File: config.mk
export PLATFORM = sky130hd
export DESIGN_NAME = fft_stage_ctrl
export DESIGN_NICKNAME = d
export VERILOG_FILES = /design/src/rtl/fft_params_pkg.sv /design/src/rtl/fft_wr_addr_pipe.sv /design/src/rtl/fft_stage_ctrl.sv
export SDC_FILE = /design/constraint.sdc
export NUM_CORES = 1
export LEC_CHECK = 0
export BUFFER_PORTS_ARGS = -buffer_cell sky130_fd_sc_hd__buf_2
export CAP_MARGIN = 20
export CORE_MARGIN = 2
export CORE_UTILIZATION = 51
export CTS_CLUSTER_SIZE = 10
export DETAILED_ROUTE_END_ITERATION = 10
export PLACE_DENSITY = 0.75
export SETUP_SLACK_MARGIN = 0.2
export SYNTH_ARGS = -nofsm -noshare
export SYNTH_HDL_FRONTEND = slang
export SYNTH_SLANG_ARGS = --single-unit
File: constraint.sdc
create_clock -name clk_i -period 3.7 [get_ports clk_i]
set_input_delay 0.925 -clock clk_i [delete_from_list [all_inputs] [get_ports clk_i]]
set_output_delay 0.925 -clock clk_i [all_outputs]
set_load 0.01 [all_outputs]
File: src/rtl/fft_params_pkg.sv
// fft_params: constants and FSM states shared by the FFT stage controller, RAM interface and butterfly.
package fft_params;
   localparam int FFT_N        = 32;
   localparam int FFT_BFLY_LAT = 3;
   localparam int LOG2N        = $clog2(FFT_N);
   localparam int STAGE_W      = $clog2(LOG2N) + 1;
   localparam int RD_LAT       = 1;
   typedef enum logic [2:0] {IDLE, READ, DRAIN, STAGE, DONE} state_e;
endpackage

File: src/rtl/fft_wr_addr_pipe.sv
// fft_wr_addr_pipe: fixed-depth delay line carrying {valid, a1, a2} from read issue to write-back.
module fft_wr_addr_pipe #(
   parameter int DEPTH = 4,
   parameter int W     = 11
) (
   input  logic         clk_i,
   input  logic         reset_i,
   input  logic [W-1:0] d_i,
   output logic [W-1:0] q_o
);
   logic [W-1:0] sr_q [DEPTH];

   always_ff @(posedge clk_i) begin
      if (reset_i) begin
         for (int i = 0; i < DEPTH; i++) sr_q[i] <= '0;
      end else begin
         sr_q[0] <= d_i;
         for (int i = 1; i < DEPTH; i++) sr_q[i] <= sr_q[i-1];
      end
   end

   assign q_o = sr_q[DEPTH-1];
endmodule

File: src/rtl/fft_stage_ctrl.sv
// fft_stage_ctrl: radix-2 DIT stage sequencer; issues butterfly read pairs, twiddle indices
// and delayed write pairs against a ping-pong RAM, toggling banks between stages.
module fft_stage_ctrl
   import fft_params::*;
#(
   parameter  int N             = FFT_N,
   parameter  int BFLY_LAT      = FFT_BFLY_LAT,
   localparam int address_width = $clog2(N),
   localparam int SW            = $clog2($clog2(N)) + 1
) (
   input  logic                     clk_i,
   input  logic                     reset_i,
   input  logic                     start_i,
   output logic                     busy_o,
   output logic                     done_o,
   output logic [SW-1:0]            stage_o,
   output logic                     bank_select_o,
   output logic                     read_en_o,
   output logic [address_width-1:0] rd_address1_o,
   output logic [address_width-1:0] rd_address2_o,
   output logic [address_width-2:0] tw_index_o,
   output logic                     wr_en_o,
   output logic [address_width-1:0] wr_address1_o,
   output logic [address_width-1:0] wr_address2_o
);
   localparam int STAGES = $clog2(N);
   localparam int DW     = $clog2(BFLY_LAT + 2);
   localparam int PW     = 1 + 2 * address_width;
   localparam logic [address_width-2:0] K_LAST = (address_width-1)'(N/2 - 1);
   localparam logic [DW-1:0]            D_LAST = DW'(BFLY_LAT);
   localparam logic [SW-1:0]            S_LAST = SW'(STAGES - 1);

   state_e                   state_q;
   logic [SW-1:0]            stage_q;
   logic [address_width-2:0] k_q;
   logic [DW-1:0]            dcnt_q;
   logic                     bank_q;
   logic [address_width-1:0] kx, half, pos, grp, a1, a2;
   logic [address_width-2:0] tw;
   logic [PW-1:0]            pipe_q;

   always_ff @(posedge clk_i) begin
      if (reset_i) begin
         state_q <= IDLE;
         stage_q <= '0;
         k_q     <= '0;
         dcnt_q  <= '0;
         bank_q  <= 1'b0;
      end else begin
         case (state_q)
            IDLE: if (start_i) begin
               state_q <= READ;
               stage_q <= '0;
               k_q     <= '0;
            end
            READ: begin
               k_q <= k_q + 1'b1;
               if (k_q == K_LAST) begin
                  state_q <= DRAIN;
                  dcnt_q  <= '0;
               end
            end
            // Covers the RAM read plus butterfly latency so the last write lands before the toggle.
            DRAIN: begin
               dcnt_q <= dcnt_q + 1'b1;
               if (dcnt_q == D_LAST) state_q <= STAGE;
            end
            STAGE: begin
               bank_q <= ~bank_q;
               if (stage_q == S_LAST) state_q <= DONE;
               else begin
                  stage_q <= stage_q + 1'b1;
                  state_q <= READ;
               end
            end
            DONE: begin
               state_q <= IDLE;
               stage_q <= '0;
            end
            default: state_q <= IDLE;
         endcase
      end
   end

   always_comb begin
      kx   = {1'b0, k_q};
      half = address_width'(1) << stage_q;
      pos  = kx & (half - 1'b1);
      grp  = kx >> stage_q;
      a1   = (grp << (stage_q + 1'b1)) | pos;
      a2   = a1 + half;
      tw   = (address_width-1)'(pos << (STAGES - 1 - int'(stage_q)));
   end

   assign busy_o        = state_q != IDLE;
   assign done_o        = state_q == DONE;
   assign read_en_o     = state_q == READ;
   assign stage_o       = stage_q;
   assign bank_select_o = bank_q;
   // Addresses are forced to zero when idle so invalid pipe entries also carry zeros.
   assign rd_address1_o = read_en_o ? a1 : '0;
   assign rd_address2_o = read_en_o ? a2 : '0;
   assign tw_index_o    = read_en_o ? tw : '0;

   fft_wr_addr_pipe #(.DEPTH(RD_LAT + BFLY_LAT), .W(PW)) u_pipe (
      .clk_i   (clk_i),
      .reset_i (reset_i),
      .d_i     ({read_en_o, rd_address1_o, rd_address2_o}),
      .q_o     (pipe_q)
   );

   assign {wr_en_o, wr_address1_o, wr_address2_o} = pipe_q;
endmodule
# Word level (Yosys, flattened, before mapping)
# Memory sizes are Yosys's and may differ from the RTL's.
# Cells that the tools add are included.
# Widths: inputs -> output; s select.
totals:
  register_bits: 15
  in_bits: 3
  mem_count: 1
  output_inout_bits: 33
  word_cells: 64
  mem_bits_rw: 44
mem_list:
  columns: ["memory", "words", "word_bits", "rd", "rd_ports_with_merged_regs", "write_ports", "line", "source"]
  rows:
  - ["u_pipe.sr_q", 4, 11, 4, 0, 4, "fft_wr_addr_pipe.sv:11", "logic [W-1:0] sr_q [DEPTH];"]
op_classes:
  muxes: 21
  add_sub_neg: 6
  reduce_logical: 9
  shift: 4
  eq_ne: 11
  bitwise_logic: 7
ops:
  columns: ["op", "n"]
  rows:
  - ["$mux 11", 4]
  - ["$shl 5x32->4", 1]
  - ["$mux 3", 5]
  - ["$mux 4", 3]
  - ["$pmux 3 s4", 1]
  - ["$pmux 4 s3", 1]
  - ["$mux 5", 2]
  - ["$eq 3x2->1 const B", 3]
  - ["$add 4x1->4 const B", 2]
  - ["$pmux 4 s2", 1]
  - ["$ne 2x2->1 const B", 3]
  - ["$pmux 3 s2", 1]
  - ["$reduce_and 3->1", 2]
  - ["$reduce_bool 3->1", 2]
  - ["$add 5x5->5", 1]
  - ["$and 4x5->5", 1]
  - ["$or 5x5->5", 1]
  - ["$shl 1x4->5 const A", 1]
  - ["$shl 5x4->5", 1]
  - ["$shr 4x4->5", 1]
  - ["$sub 3x4->5 const A", 1]
  - ["$sub 5x1->5 const B", 1]
  - ["$eq 4x3->1 const B", 1]
  - ["$eq 4x4->1 const B", 1]
  - ["10 further kinds", 17]

# Longest topological paths before layout
depth:
  word_depth: 7
  mapped_depth: 16
  mapped_depth_nobuf: 15

# Hierarchy
# Synthesis repeated with hierarchy kept, for this count alone.
hier_totals:
  cells_unflattened: 283
  hier_area_um2: 2637.5
by_module_without_submodules:
  columns: ["mod", "cells_per_inst", "seq_area_each_um2", "instances", "area_each_um2"]
  rows:
  - ["fft_stage_ctrl", 191, 300.3, 1, 1461.4]
  - ["fft_wr_addr_pipe", 92, 880.8, 1, 1176.1]

# Least setup slack after synthesis
# Ideal clock, no wire load.
synth_timing:
  kind: "register to output"
  startpoint: "register stage_q[0] (netlist: stage_o[0])"
  endpoint: "output port rd_address2_o[4]"
  stages_incl_launch_ff: 15
  n_path_buf: 1
  required_ps: 2775
  slack_ps: -244
  arrival_ps: 3019
  path_cell_list: "dfxtp_1 -> buf_6 -> inv_1 -> ha_1 -> ha_1 -> nand2b_1 -> ha_1 -> nand2b_1 -> a21boi_1 -> fa_1 -> nand2b_1 -> a21oi_1 -> xnor2_1 -> a21oi_1 -> nor3_1"
synth_via:
  elab_chain_len: 6
  elab_cells_between_ends: 9
  classes_between: "add/sub: 3; shift: 3; mux: 1; bitwise: 2"
synth_rtl:
  columns: ["item", "line", "source"]
  rows:
  - ["from (decl)", "fft_stage_ctrl.sv:34", "logic [SW-1:0] stage_q;"]
  - ["from (signal assigned)", "fft_stage_ctrl.sv:72", "stage_q <= stage_q + 1'b1;"]
  - ["parallel branches: the longest is 4 deep, another holds $add 4x1->4", null, null]
  - ["$add 5x5->5 (*)", "fft_stage_ctrl.sv:91", "a2 = a1 + half;"]
  - ["$mux 5 (*)", "fft_stage_ctrl.sv:102", "assign rd_address2_o = read_en_o ? a2 : '0;"]
  - ["to (decl)", "fft_stage_ctrl.sv:20", "output logic [address_width-1:0] rd_address2_o,"]
# Mark *: on every way between the ends.

# Final worst setup path
layout_timing:
  startpoint: "register stage_q[1] (netlist: stage_o[1])"
  endpoint: "output port rd_address2_o[4]"
# Same word-level chain as after synthesis.

==> qor.yml <==
setup_path:
  critical-path-top-delay-family: "simple AND/OR/NAND/NOR gates"
  path_max_fanout: 9
  crit_path_cell_trace: "buf_8 > ha_1 > nor3b_2 > xor2_1 > nand2_1 > o21a_1 > inv_1 > ha_4 > nand2b_4 > a21oi_4 > xnor2_2 > and3_4 > nor3_4 > buf_2"
  crit_type: "flop to output port"
  max_stage_delay_ns: 0.41
  end_kind: "output port"
  critPathBufInv: 3
  cp.required_ns: 2.77
  cp.arrival_ns: 3.11
  r2r_slack_ns: 0.84
  crit_slowest_cell: "dfxtp_4"
  cp-start-kind: "flop"
logic_synthesis:
  syn_inst: 290
  syn_avg_cell_area_um2: 9.035
  ys_ff_latch: 59
  synth_edf_count: 0
  synth_nets: 309
  ys_warn_count: 0
  synth_cell_type_count: 47
  synth_area_um2: 2620
  synth_async_sr_flop_share_pct: 0
  ys.flop_type: "dfxtp_1"
  seq_area_frac_synth_pct: 45.08
clocking:
  cts_sinks: 59
  clk_pin_slew_ns: 0.07
  ctsLongestPathBuffers: 2
  cts_max_level: 3
  holdBufCountCts: 0
  cts_tree: "built"
  numCtsBuffers: 9
  root_buffer: "clkbuf_8"
  worstSkewPairLatency_ns: 0.34
floorplan:
  die_w_um: 75.68
  ios: 36
  core_um2: 5042
  start_util_pct: 51.96
  dieArea_um2: 5727
  std_cell_rows: 26
  die_y_um: 75.68
job:
  maxCapViolCount: 0
global_routing:
  met1_usage_pct: 26.92
  antenna_found_initial: 0
  grt.busiest_layer: "met2"
  use_met2_pct: 32.66
  grt.total_usage_pct: 21.09
  grt.overflow.total: 0
  grt_pass1_wl_um: 8983
  use_met3_pct: 6.614
  grt_pass1_vias: 1936
  grt_max_degree: 51
placement:
  place_congestion: 0.8869
  numPortBuffers: 35
  dpl-instance-area_um2: 3004
  hpwl_um: 3568
  dp_cells: 395
layout:
  num-fill-cells: 367
  finalNetCount: 380
  diodes: 0
  area_growth_syn_to_layout_pct: 36.20
  design_area_um2: 3568
  fin_util_pct: 70.77
  final_cells: 436
  drive_gt1_share_pct: 38.80
timing:
  fmax_mhz: 248.0
  finalSetupViolCount: 3
  fin_ws_ns: -0.3331
  relSlewSlack_pct: 61.84
  skew_ns: 0.01300
  max_slew.worst_pin.slew_ns: 0.5724
  finalCritPeriodShare_pct: 109.0
  rsz0062_at_grt: "yes"
  slew_viol_final: 0
  finalHoldViolCount: 0
  setup-tns-final_ns: -0.4590
  period_needed_ns: 4.033
routing:
  routedWlPerCell_um: 14.06
  drcViolationCount: 0
  vias: 2206
  viasPerCell: 5.060
  drt-initial-drc-count: 163
  antenna_left: 0
  firstDrtPassIters: 4
  postRouteWirelength_um: 6128
min_path:
  hold_path_class: "flop to flop"
status:
  failed_checks: "negative setup slack"
  status: "finished, violations left"
power_and_ir_drop:
  vdd_drop_max_v: 0.0002505
  p_leak_nw: 1.552
  p_per_area_nw_per_um2: 346.0
-- sequential cells by signal (all words and copies together), names as in the netlist --
name and count:
bank_select_o 1, k_q 4, u_pipe.sr_q 44, state_q 3
dcnt_q 3, stage_o 4
-- cell type report --
| cell class | instances | area (um2) | share of cell area (%) |
|---|---|---|---|
| Inverter | 17 | 73.82 | 2.069 |
| Clock buffer | 10 | 137.6 | 3.857 |
| Tap cell | 70 | 87.58 | 2.454 |
| Timing Repair Buffer | 76 | 505.5 | 14.17 |
| Multi-Input combinational cell | 198 | 1523 | 42.67 |
| Sequential cell | 59 | 1194 | 33.45 |
| Clock inverter | 6 | 47.55 | 1.332 |
-- cell usage in the layout (no fill, tap or decap), drive strengths merged, types with 8 or more instances in the layout --
master and n:
nand2 10, dfxtp 59, nor2 34, a21oi 15
o21ai 8, nor2b 38, clkbuf 10, nor3 9
inv 19, ha 15, buf 76
-- worst paths after layout --
path / cells past startpoint / startpoint / end
worst max register to register: 14 / stage_o[1] / u_pipe.sr_q[0][4]
worst min-delay path: 1 / u_pipe.sr_q[0][6] / u_pipe.sr_q[1][6]
worst max-delay path: 14 / stage_o[1] / rd_address2_o[4]
worst min register to register: 1 / u_pipe.sr_q[0][6] / u_pipe.sr_q[1][6]
-- cells in the mapped netlist (2+ instances only) --
library cell	number	area, um2
nand2b_1	6	37.54
nand4_1	5	31.28
xor2_1	6	52.55
a22oi_1	2	15.01
ha_1	15	187.7
buf_6	3	33.78
a21o_1	2	15.01
nand3_1	6	30.03
nand3b_1	4	30.03
a21oi_1	15	75.07
nor3b_1	3	22.52
nor2b_1	38	237.7
buf_2	2	10.01
inv_1	14	52.55
a31oi_1	4	25.02
or3_1	3	18.77
nand2_1	10	37.54
inv_2	3	11.26
o21ai_0	7	35.03
nor2_1	34	127.6
nor3_1	8	40.04
o31a_1	3	26.28
and2_1	5	31.28
dfxtp_1	59	1181
clkbuf_1	10	37.54
xnor2_1	2	17.52
-- layer usage --
layer	vias up	wire, um	part of all wire, %
met3	11	340	5.5
met2	81	2962	48
li1	1104	-	-
met4	0	140	2.3
met1	1010	2684	44
met5	-	0	0
-- kinds of logic after synthesis --
family / after synthesis / share of synthesized area (%)
AOI/OAI and AO/OA: 40 / 9.264
and+or+nand+nor: 131 / 27.56
buffers and inverters: 33 / 5.826
xor gates and xnor gates: 8 / 2.674
DFF: 59 / 45.08
muxes: 3 / 1.671
adders and majority gates: 16 / 7.927
-- worst register-to-register path: cells and delay by family (launching register included) --
family | cells | cell delay (ns)
and+or+nand+nor | 5 | 0.88
xor gates and xnor gates | 2 | 0.30
adders and majority gates | 2 | 0.49
buffers and inverters | 3 | 0.34
AOI/OAI and AO/OA | 2 | 0.31
DFF | 1 | 0.41
-- where the power goes --
group | internal (mW) | total [mW] | leakage, nW | switching, mW
combinational | 0.0236 | 0.0609 | 0.979 | 0.0373
sequential | 0.639 | 0.642 | 0.479 | 0.00329
clock | 0.266 | 0.532 | 0.0933 | 0.265
-- per-stage QoR --
stage	worst slack, ns	total power [mW]	hold WS, ns
final	-0.3331	1.235	0.4294
after global routing	-0.3716	1.292	0.4369
after CTS	-0.2727	1.248	0.4295
after detailed placement	0.03063	0.7109	0.4212
after global placement	0.09921	0.7104	0.4157
after floorplan	0.1938	0.6939	0.4138
-- what timing repair did --
item | 4_1_cts | 5_1_grt
setup buffers | 10 | 15
gates cloned | 0 | 0
resized for setup | 24 | 15
setup endpoints to repair | 4 | 4
pin swaps | 12 | 12
No activity file was read; power rests on OpenSTA's default activity.
